**src/rtl/bus_decode_dtack_if.sv**
```systemverilog
// Bus bundle for the programmable address decoder / DTACK generator.
// The CPU/config side uses the master modport, the decoder the slave modport.
interface bus_decode_dtack_if #(
  parameter int NUM_CS = 16,
  parameter int ADDR_W = 24,
  parameter int WAIT_W = 4
);
  localparam int IDX_W = (NUM_CS > 1) ? $clog2(NUM_CS) : 1;

  // Decode table programming port
  logic              cfg_we;
  logic [IDX_W-1:0]  cfg_idx;
  logic [ADDR_W-1:0] cfg_start;
  logic [ADDR_W-1:0] cfg_end;
  logic [WAIT_W-1:0] cfg_wait;
  logic [1:0]        cfg_rw;

  // CPU bus cycle
  logic [ADDR_W-1:0] cpu_a;
  logic              cpu_as_n;
  logic              cpu_rw;

  // Per-region slave handshake and decoder results
  logic [NUM_CS-1:0] slv_ready;
  logic [NUM_CS-1:0] cs;
  logic              dtack_n;
  logic              berr_n;
  logic [IDX_W-1:0]  hit_idx;

  modport master (
    output cfg_we, cfg_idx, cfg_start, cfg_end, cfg_wait, cfg_rw,
    output cpu_a, cpu_as_n, cpu_rw, slv_ready,
    input  cs, dtack_n, berr_n, hit_idx
  );

  modport slave (
    input  cfg_we, cfg_idx, cfg_start, cfg_end, cfg_wait, cfg_rw,
    input  cpu_a, cpu_as_n, cpu_rw, slv_ready,
    output cs, dtack_n, berr_n, hit_idx
  );
endinterface

```
**src/rtl/bus_decode_dtack.sv**
```systemverilog
// Programmable chip-select decoder with per-region wait states, DTACK
// generation and a bus-error timeout. Only the low DEC_BITS address bits are
// decoded, so every region mirrors through the upper address space.
module bus_decode_dtack #(
  parameter int NUM_CS   = 16,
  parameter int ADDR_W   = 24,
  parameter int DEC_BITS = 20,
  parameter int WAIT_W   = 4,
  parameter int TIMEOUT  = 255
) (
  input logic                clk,
  input logic                reset_n,
  bus_decode_dtack_if.slave  bus
);
  localparam int IDX_W = (NUM_CS > 1) ? $clog2(NUM_CS) : 1;
  localparam int TMO_W = $clog2(TIMEOUT + 1);
  localparam logic [TMO_W-1:0] TMO_LAST = TMO_W'(TIMEOUT - 1);

  typedef enum logic [2:0] {IDLE, WAIT, NOHIT, ACK, ERR} state_t;

  logic [DEC_BITS-1:0] tbl_start [NUM_CS];
  logic [DEC_BITS-1:0] tbl_end   [NUM_CS];
  logic [WAIT_W-1:0]   tbl_wait  [NUM_CS];
  logic [1:0]          tbl_rw    [NUM_CS];

  state_t              state;
  logic [NUM_CS-1:0]   cs_q;
  logic [IDX_W-1:0]    hit_q;
  logic                dtack_q;
  logic                berr_q;
  logic [WAIT_W-1:0]   cnt;
  logic [TMO_W-1:0]    tmo;

  logic [DEC_BITS-1:0] a_dec;
  logic [NUM_CS-1:0]   match;
  logic                hit_any;
  logic [IDX_W-1:0]    win_idx;
  logic [NUM_CS-1:0]   win_onehot;

  assign a_dec = bus.cpu_a[DEC_BITS-1:0];

  // Address bits above the decoded window are deliberately ignored (mirroring).
  generate
    if (DEC_BITS < ADDR_W) begin : g_mirror
      logic unused_upper_bits;
      assign unused_upper_bits = ^{bus.cpu_a[ADDR_W-1:DEC_BITS],
                                   bus.cfg_start[ADDR_W-1:DEC_BITS],
                                   bus.cfg_end[ADDR_W-1:DEC_BITS]};
    end
  endgenerate

  // Range and wait fields need no reset: a disabled entry never matches.
  always_ff @(posedge clk) begin
    if (bus.cfg_we && (int'(bus.cfg_idx) < NUM_CS)) begin
      tbl_start[bus.cfg_idx] <= bus.cfg_start[DEC_BITS-1:0];
      tbl_end[bus.cfg_idx]   <= bus.cfg_end[DEC_BITS-1:0];
      tbl_wait[bus.cfg_idx]  <= bus.cfg_wait;
    end
  end

  // Access-mode field; reset disables every region.
  always_ff @(posedge clk) begin
    if (!reset_n) begin
      for (int i = 0; i < NUM_CS; i++) tbl_rw[i] <= 2'd3;
    end else if (bus.cfg_we && (int'(bus.cfg_idx) < NUM_CS)) begin
      tbl_rw[bus.cfg_idx] <= bus.cfg_rw;
    end
  end

  // Per-entry match: enabled, direction allowed, address inside inclusive range.
  always_comb begin
    match = '0;
    for (int i = 0; i < NUM_CS; i++) begin
      match[i] = (tbl_rw[i] != 2'd3)
              && ((tbl_rw[i] != 2'd1) || bus.cpu_rw)
              && ((tbl_rw[i] != 2'd2) || !bus.cpu_rw)
              && (tbl_start[i] <= a_dec)
              && (a_dec <= tbl_end[i]);
    end
  end

  // Lowest matching index wins, so the chip-select is always one-hot or zero.
  always_comb begin
    hit_any = 1'b0;
    win_idx = '0;
    for (int i = NUM_CS - 1; i >= 0; i--) begin
      if (match[i]) begin
        hit_any = 1'b1;
        win_idx = IDX_W'(i);
      end
    end
    win_onehot = hit_any ? (NUM_CS'(1) << win_idx) : '0;
  end

  // Bus-cycle sequencer: decode on AS fall, count wait states, ack or time out.
  always_ff @(posedge clk) begin
    if (!reset_n) begin
      state   <= IDLE;
      cs_q    <= '0;
      hit_q   <= '0;
      dtack_q <= 1'b1;
      berr_q  <= 1'b1;
      cnt     <= '0;
      tmo     <= '0;
    end else begin
      case (state)
        IDLE: begin
          if (!bus.cpu_as_n) begin
            tmo <= '0;
            if (hit_any) begin
              cs_q  <= win_onehot;
              hit_q <= win_idx;
              cnt   <= tbl_wait[win_idx];
              state <= WAIT;
            end else begin
              cs_q  <= '0;
              hit_q <= '0;
              cnt   <= '0;
              state <= NOHIT;
            end
          end
        end
        WAIT: begin
          if (bus.cpu_as_n) begin
            state   <= IDLE;
            cs_q    <= '0;
            dtack_q <= 1'b1;
            berr_q  <= 1'b1;
          end else if ((cnt == '0) && bus.slv_ready[hit_q]) begin
            dtack_q <= 1'b0;
            state   <= ACK;
          end else if (tmo == TMO_LAST) begin
            berr_q <= 1'b0;
            cs_q   <= '0;
            state  <= ERR;
          end else begin
            if (cnt != '0) cnt <= cnt - WAIT_W'(1);
            tmo <= tmo + TMO_W'(1);
          end
        end
        NOHIT: begin
          if (bus.cpu_as_n) begin
            state   <= IDLE;
            cs_q    <= '0;
            dtack_q <= 1'b1;
            berr_q  <= 1'b1;
          end else if (tmo == TMO_LAST) begin
            berr_q <= 1'b0;
            cs_q   <= '0;
            state  <= ERR;
          end else begin
            tmo <= tmo + TMO_W'(1);
          end
        end
        ACK, ERR: begin
          if (bus.cpu_as_n) begin
            state   <= IDLE;
            cs_q    <= '0;
            dtack_q <= 1'b1;
            berr_q  <= 1'b1;
          end
        end
        default: begin
          state   <= IDLE;
          cs_q    <= '0;
          dtack_q <= 1'b1;
          berr_q  <= 1'b1;
        end
      endcase
    end
  end

  assign bus.cs      = cs_q;
  assign bus.hit_idx = hit_q;
  assign bus.dtack_n = dtack_q;
  assign bus.berr_n  = berr_q;

endmodule

```
**src/flat_wrapper.sv**
```systemverilog
// flat-port wrapper written by rule: the top's interface ports become plain ports
module bus_decode_dtack_flat 
#(
  parameter int NUM_CS   = 16,
  parameter int ADDR_W   = 24,
  parameter int DEC_BITS = 20,
  parameter int WAIT_W   = 4,
  parameter int TIMEOUT  = 255
)
  (clk, reset_n, bus_cfg_we, bus_cfg_idx, bus_cfg_start, bus_cfg_end, bus_cfg_wait, bus_cfg_rw, bus_cpu_a, bus_cpu_as_n, bus_cpu_rw, bus_slv_ready, bus_cs, bus_dtack_n, bus_berr_n, bus_hit_idx);
  bus_decode_dtack_if #(.NUM_CS(NUM_CS), .ADDR_W(ADDR_W), .WAIT_W(WAIT_W)) bus_i ();
  input logic clk;
  input logic reset_n;
  input wire logic [$bits(bus_i.cfg_we)-1:0] bus_cfg_we;
  input wire logic [$bits(bus_i.cfg_idx)-1:0] bus_cfg_idx;
  input wire logic [$bits(bus_i.cfg_start)-1:0] bus_cfg_start;
  input wire logic [$bits(bus_i.cfg_end)-1:0] bus_cfg_end;
  input wire logic [$bits(bus_i.cfg_wait)-1:0] bus_cfg_wait;
  input wire logic [$bits(bus_i.cfg_rw)-1:0] bus_cfg_rw;
  input wire logic [$bits(bus_i.cpu_a)-1:0] bus_cpu_a;
  input wire logic [$bits(bus_i.cpu_as_n)-1:0] bus_cpu_as_n;
  input wire logic [$bits(bus_i.cpu_rw)-1:0] bus_cpu_rw;
  input wire logic [$bits(bus_i.slv_ready)-1:0] bus_slv_ready;
  output wire logic [$bits(bus_i.cs)-1:0] bus_cs;
  output wire logic [$bits(bus_i.dtack_n)-1:0] bus_dtack_n;
  output wire logic [$bits(bus_i.berr_n)-1:0] bus_berr_n;
  output wire logic [$bits(bus_i.hit_idx)-1:0] bus_hit_idx;
  assign bus_i.cfg_we = bus_cfg_we;
  assign bus_i.cfg_idx = bus_cfg_idx;
  assign bus_i.cfg_start = bus_cfg_start;
  assign bus_i.cfg_end = bus_cfg_end;
  assign bus_i.cfg_wait = bus_cfg_wait;
  assign bus_i.cfg_rw = bus_cfg_rw;
  assign bus_i.cpu_a = bus_cpu_a;
  assign bus_i.cpu_as_n = bus_cpu_as_n;
  assign bus_i.cpu_rw = bus_cpu_rw;
  assign bus_i.slv_ready = bus_slv_ready;
  assign bus_cs = bus_i.cs;
  assign bus_dtack_n = bus_i.dtack_n;
  assign bus_berr_n = bus_i.berr_n;
  assign bus_hit_idx = bus_i.hit_idx;
  bus_decode_dtack #(.NUM_CS(NUM_CS), .ADDR_W(ADDR_W), .DEC_BITS(DEC_BITS), .WAIT_W(WAIT_W), .TIMEOUT(TIMEOUT)) u_core (.clk(clk), .reset_n(reset_n), .bus(bus_i));
endmodule
```
**config.mk**
```make
export PLATFORM = sky130hd
export DESIGN_NAME = bus_decode_dtack_flat
export DESIGN_NICKNAME = d
export VERILOG_FILES = /design/src/rtl/bus_decode_dtack_if.sv /design/src/rtl/bus_decode_dtack.sv /design/src/flat_wrapper.sv
export SDC_FILE = /design/constraint.sdc
export NUM_CORES = 2
export LEC_CHECK = 0
export CORE_ASPECT_RATIO = 0.6
export CORE_MARGIN = 4
export CORE_UTILIZATION = 28
export CTS_BUF_LIST = sky130_fd_sc_hd__clkbuf_4 sky130_fd_sc_hd__clkbuf_8 sky130_fd_sc_hd__clkbuf_16
export CTS_CLUSTER_DIAMETER = 200
export DETAILED_ROUTE_END_ITERATION = 7
export MAX_ROUTING_LAYER = met4
export PLACE_DENSITY_LB_ADDON = 0.25
export SYNTH_ARGS = -nofsm -noshare
export SYNTH_HDL_FRONTEND = slang
export SYNTH_SLANG_ARGS = --single-unit
export TNS_END_PERCENT = 50
```
**constraint.sdc**
```tcl
create_clock -name clk -period 6.3 [get_ports clk]
set_input_delay 1.26 -clock clk [delete_from_list [all_inputs] [get_ports clk]]
set_output_delay 1.26 -clock clk [all_outputs]
set_load 0.05 [all_outputs]
```
Word level (Yosys, flattened, before mapping). Memories as Yosys holds them, arrays and structs flattened. Cells that the tools add are included.

Word-level logic and storage cells: 306. RAM bits: 736. Memories kept: 4. Output and inout bits: 22. Bits in registers: 37. Input port bits: 103.

Memory list: u_core.tbl_end (words 16, bits a word 20, rd ports 16, clocked after Yosys merged registers in 0, wr ports 1, line bus_decode_dtack.sv:22) `logic [DEC_BITS-1:0] tbl_end [NUM_CS];`; u_core.tbl_start (words 16, bits a word 20, rd ports 16, clocked after Yosys merged registers in 0, wr ports 1, line bus_decode_dtack.sv:21) `logic [DEC_BITS-1:0] tbl_start [NUM_CS];`; u_core.tbl_wait (words 16, bits a word 4, rd ports 1, clocked after Yosys merged registers in 0, wr ports 1, line bus_decode_dtack.sv:23) `logic [WAIT_W-1:0] tbl_wait [NUM_CS];`; u_core.tbl_rw (words 16, bits a word 2, rd ports 16, clocked after Yosys merged registers in 0, wr ports 16, line bus_decode_dtack.sv:24) `logic [1:0] tbl_rw [NUM_CS];`.

Mux-type cells: 81. Shift-type cells: 1. Magnitude comparators: 33. $add $sub $neg: 2. Eq/ne operators: 63. Reduce and logical (&&, ||, !) cells: 113. Bitwise operators: 2.

Operators with widths (number): <= comparator 20 bit (32); two-way mux 16 bit (7); two-way mux 4 bit (24); != test 2 bit (second input constant) (38); logical AND 1 bit (65); one-hot mux 16 bit (4 select lines) (1); two-way mux 8 bit (5); != test 2 x 1 -> 1 bit (second input constant) (18); logical OR 1 bit (32); two-way mux 1 bit (30); one-hot mux 8 bit (3 select lines) (1); two-way mux 3 bit (6); << shifter 1 x 4 -> 16 bit (first input constant) (1); one-hot mux 3 bit (4 select lines) (1); AND reduction 3 bit (3); adder 8 x 1 -> 8 bit (second input constant) (1); equality test 8 bit (second input constant) (1); one-hot mux 4 bit (2 select lines) (1); equality test 3 x 2 -> 1 bit (second input constant) (2); AND reduction 6 bit (1); < comparator 4 x 5 -> 1 bit (second input constant) (1); AND reduction 5 bit (1); binary-select mux 1 bit (select 4 bit) (1); logical NOT 4 bit (1); 17 further kinds (21).

Longest topological paths before layout. An unclocked memory read counts as a cell.

Depth in word-level cells: 27. Depth in mapped cells: 17. Depth with buffers taken out: 15.

Least setup slack after synthesis. OpenSTA, ideal clock, no wires.

Kind: in2reg. From: in bus_cfg_idx[2]. To: mem u_core.tbl_rw[12][0], enable pin. Stages: 4. Buffers on the path: 1. Data arrival time: 5.115 ns. Slack: 0.877 ns. Library setup time: 0.308 ns. Data required time: 5.992 ns. Path through: clkbuf_1 > nand3_1 > nor3_1 > nand2b_1.

RTL lines: start, declared (line flat_wrapper.sv:15) `input wire logic [$bits(bus_i.cfg_idx)-1:0] bus_cfg_idx;`; end, declared (line bus_decode_dtack.sv:24).

Worst setup path in the final report.
From: in bus_cpu_a[11]. To: reg u_core.cnt[1].

Word-level cells in the longest chain between the ends: 23. Elaborated cells on any way between the ends: 100. Those cells by class: order compare (32); mux (35); reduce/logical (32); memory (1).

Ends and longest elaborated chain: start, declared (line flat_wrapper.sv:20) `input wire logic [$bits(bus_i.cpu_a)-1:0] bus_cpu_a;`; <= comparator 20 bit (line bus_decode_dtack.sv:77) `&& (tbl_start[i] <= a_dec)`; logical AND 1 bit (line bus_decode_dtack.sv:77); logical AND 1 bit (line bus_decode_dtack.sv:78) `&& (a_dec <= tbl_end[i]);`; two-way mux 4 bit (16 in series) (line bus_decode_dtack.sv:87) `if (match[i]) begin`; memory (16 x 4 bit); two-way mux 4 bit (*) (line bus_decode_dtack.sv:110) `if (hit_any) begin`; two-way mux 4 bit (*) (line bus_decode_dtack.sv:108) `if (!bus.cpu_as_n) begin`; one-hot mux 4 bit (2 select lines) (*) (line bus_decode_dtack.sv:106) `case (state)`; end signal, assigned (line bus_decode_dtack.sv:113) `cnt <= tbl_wait[win_idx];`; end signal, assigned (line bus_decode_dtack.sv:137) `if (cnt != '0) cnt <= cnt - WAIT_W'(1);`; end, declared (line bus_decode_dtack.sv:31) `logic [WAIT_W-1:0] cnt;`.

Every way passes the cells marked *; elsewhere a longest branch is shown, timed or not. The select of a mux whose other input is x is not followed. A chain may end at the register's enable or synchronous reset.

==> metrics.md <==
| Metric | Value |
|---|---|
| Final ANT Viol Nets | `0` |
| DPL Wire Length | `88.6 mm` |
| First-pass GRT wire length | `181 mm` |
| CTS root buffer | `clkbuf_16` |
| Worst Setup SP | `bus_cpu_a[11]` |
| Initial core utilization | `0.284` |
| Ys flop type | `edfxtp_1` |
| Outcome | `complete, no violations` |
| Commonest cells after routing, fill and taps aside | `edfxtp_1 (736), ha_1 (643), inv_1 (363)` |
| Worst path max stage delay | `830 ps` |
| F_max | `169 MHz` |
| Drt wl/cell | `around 23 um` |
| Pre-antenna DRT Iters | `5` |
| Mapped Nets | `slightly below 4000` |
| #FFs+latches synth | `773` |
| Worst hold path class | `flip-flop to flip-flop` |
| Setup slack, reg-to-reg | `~1500 ps` |
| GR Util All Layers | `0.171` |
| Post-synth cell types | `76` |
| WHS Path Cells | `2` |
| Final min period | `between 5000 and 6000 ps` |
| Number of synthesized flops with an enable pin | `about 740` |
| Proportion of layout cells with a drive suffix above 1 | `0.108` |
| Avg Cell Area, Syn | `~13 sq um` |
| PnR worst setup slack | `374 ps` |
| Mapped Area | `about 41000 sq um` |
| Final #Nets | `between 4000 and 5000` |
| Most frequent CP cell | `a221oi_1` |
| Commonest non-fill, non-tap cell in the layout | `edfxtp_1` |
| Initial drt markers | `around 2700` |
| Crit-path slowest cell | `a221oi_1` |
| Yosys top cell area share | `0.545` |
| H-Tree Level Count | `3` |
| Leak | `roughly 19 nW` |
| R2R cell count | `15` |
| Max_cap viols | `0` |
| RR Endpoint | `u_core.cnt[1]` |
| Final wirelength | `127 mm` |
| Ys Warns | `0` |
| WS Path Type | `primary input to flip-flop` |
| Worst-case clock buffer depth | `3` |
| Crit path required time | `a little under 7000 ps` |
| # IOs | `approximately 130` |
| Clk pin slew, worst setup/hold paths | `roughly 60 ps` |
| Remaining DRCs | `0` |
| Critical path cell sequence | `clkdlybuf4s50_1 > inv_1 > ha_1 > and4_1 > a221oi_1 > o2111ai_1 > a221oi_1 > buf_4 > a22oi_1 > nand2b_1 > a41oi_1 > or2_2 > nor2_1 > a22o_1 > a221oi_1 > a211oi_1` |
| Antenna violations before repair | `11` |
| PostCTS Resize Cnt | `0` |
| Largest net degree at the start of global routing | `49` |
| Vias in the first global route | `roughly 25000` |
| DP Area | `45900 sq um` |
| # clock sinks | `~770` |
| Rel. slew slack | `0.161` |
| CTS tree | `done` |
| Max-slew violations | `0` |
| Layout Skew | `a little under 30 ps` |
| Setup crit end kind | `flip-flop` |
| Seq/Total Area, Yosys | `0.563` |
| Design area | `between 40000 and 50000 sq um` |
| Final Hold Viols | `0` |
| FFs w/ async S/R, synth | `0` |
| Worst EP arrival | `6480 ps` |
| Area of the die | `between 150000 and 200000 sq um` |
| Hold Startpoint | `u_core.tmo[7]` |
| Synth area leaders | `edfxtp_1 (55%), ha_1 (20%), inv_1 (3.4%)` |
| Synth area leader | `edfxtp_1` |
| Fillers | `between 10000 and 15000` |
| Number of setup buffers added after CTS | `0` |
| Chip height | `a little over 300 um` |
| R2R Path Start | `u_core.tbl_start[9][7]` |
| Setup-failing EPs final | `0` |
| Port bufs | `about 110` |
| Worst-margin pin slew | `1250 ps` |
| Place WS | `-199 ps` |
| Hold_buf cts | `0` |
| Hold Path End | `u_core.tmo[7]` |
| Unrepaired setup endpoints after global routing | `false` |
| Die outline width | `approximately 500 um` |
| Cell count after synthesis | `between 3000 and 4000` |
| Clock Latency Late Sink | `slightly below 700 ps` |
| Total grt overflow | `0` |
| Crit-path max FO | `11` |
| PwrDens | `250 nW/um^2` |
| GPL Wtd Cong | `0.860` |
| CTS Buf Count | `80` |
| Core Rows | `about 110` |
| Total core area | `approximately 140000 sq um` |
| Peak VDD IR | `~0.00019 V` |
| Vias after detailed routing | `between 20000 and 30000` |
| Fin crit share | `0.941` |
| Area Growth Syn to Fin | `19.6%` |
| Vias/cell | `4.88` |
| Crit path launch type | `primary input` |
## critical path: cells and delay by family
kind	cells	cell delay, ps
AOI/OAI and AO/OA	8	2880
buffers and inverters	3	1100
and+or+nand+nor	4	850
adders and majority gates	1	370
## cell usage after synthesis, types with 39 or more instances
| cell | n |
|---|---|
| inv_1 | 363 |
| nand3_1 | 68 |
| o21ai_0 | 106 |
| nor2_1 | 115 |
| a21oi_1 | 227 |
| nand4_1 | 116 |
| nand2_1 | 182 |
| nor2b_1 | 61 |
| nor3_1 | 39 |
| a21o_1 | 57 |
| ha_1 | 643 |
| edfxtp_1 | 736 |
## state kept, by name, indices dropped and copies added (netlist names)
register,count
u_core.tbl_rw,32
u_core.tbl_start,320
u_core.bus.hit_idx,4
u_core.bus.berr_n,1
u_core.tbl_end,320
u_core.tmo,8
u_core.bus.cs,16
u_core.state,3
u_core.cnt,4
u_core.tbl_wait,64
u_core.bus.dtack_n,1
## stage by stage
step / cells / power, mW / hold WS (ps) / TNS [ps] / utilization
3_3_place_gp: 5374 / 7.45 / 474 / -479 / 0.321
5_1_grt: 5524 / 12.6 / 553 / 0 / 0.339
6_report: 5525 / 12.1 / 491 / 0 / 0.339
2_1_floorplan: 3176 / 6.66 / 459 / 0 / -
4_1_cts: 5517 / 12.2 / 497 / 0 / 0.339
3_5_place_dp: 5374 / 7.46 / 487 / -686 / 0.321
## report_power, final
group	switching (mW)	internal (mW)	total (mW)	leakage [nW]
sequential	0.0403	5.75	5.79	6.98
clock	2.09	2.66	4.75	1.26
combinational	0.965	0.611	1.58	11.2
## layout make-up
class / instances / area (sq um) / share of cell area
sequential: 773 / 22800 / 0.471
multi-input combinational: 2012 / 16300 / 0.337
timing repair buffer: 319 / 2990 / 0.0616
tap: 1907 / 2390 / 0.0492
clock buffer: 102 / 2220 / 0.0458
inverter: 363 / 1360 / 0.0281
clock inverter: 41 / 319 / 0.00658
antenna: 8 / 20.0 / 0.000413
## how the worst max path moves through the flow
stage	cells past startpoint	to	slack, ps
detailed placement	16	u_core.cnt[1]	-200
global placement	17	u_core.cnt[2]	-130
CTS	16	u_core.cnt[1]	530
floorplan	4	u_core.tbl_rw[12][0]	880
finish	16	u_core.cnt[1]	370
global route	16	u_core.cnt[1]	220
## logic make-up (layout without fill, tap and decap cells)
| family | count (synthesis) | count (layout) | synth area share |
|---|---|---|---|
| AOI/OAI and AO/OA | 610 | 610 | 0.0960 |
| xor gates and xnor gates | 7 | 7 | 0.00151 |
| adders and majority gates | 643 | 643 | 0.198 |
| buffers and inverters | 391 | 825 | 0.0365 |
| DFF | 773 | 773 | 0.563 |
| muxes | 40 | 40 | 0.0122 |
| other | 0 | 8 | 0 |
| and+or+nand+nor | 712 | 712 | 0.0919 |
## routing by layer
| layer | track usage | part of all wire | up-vias |
|---|---|---|---|
| li1 | - | - | 12800 |
| met1 | 0.261 | 0.52 | 13200 |
| met2 | 0.224 | 0.39 | 789 |
| met3 | 0.0423 | 0.078 | 137 |
| met4 | 0.0352 | 0.018 | 0 |
| met5 | - | 0 | - |
(Power assumes the default switching activity.)
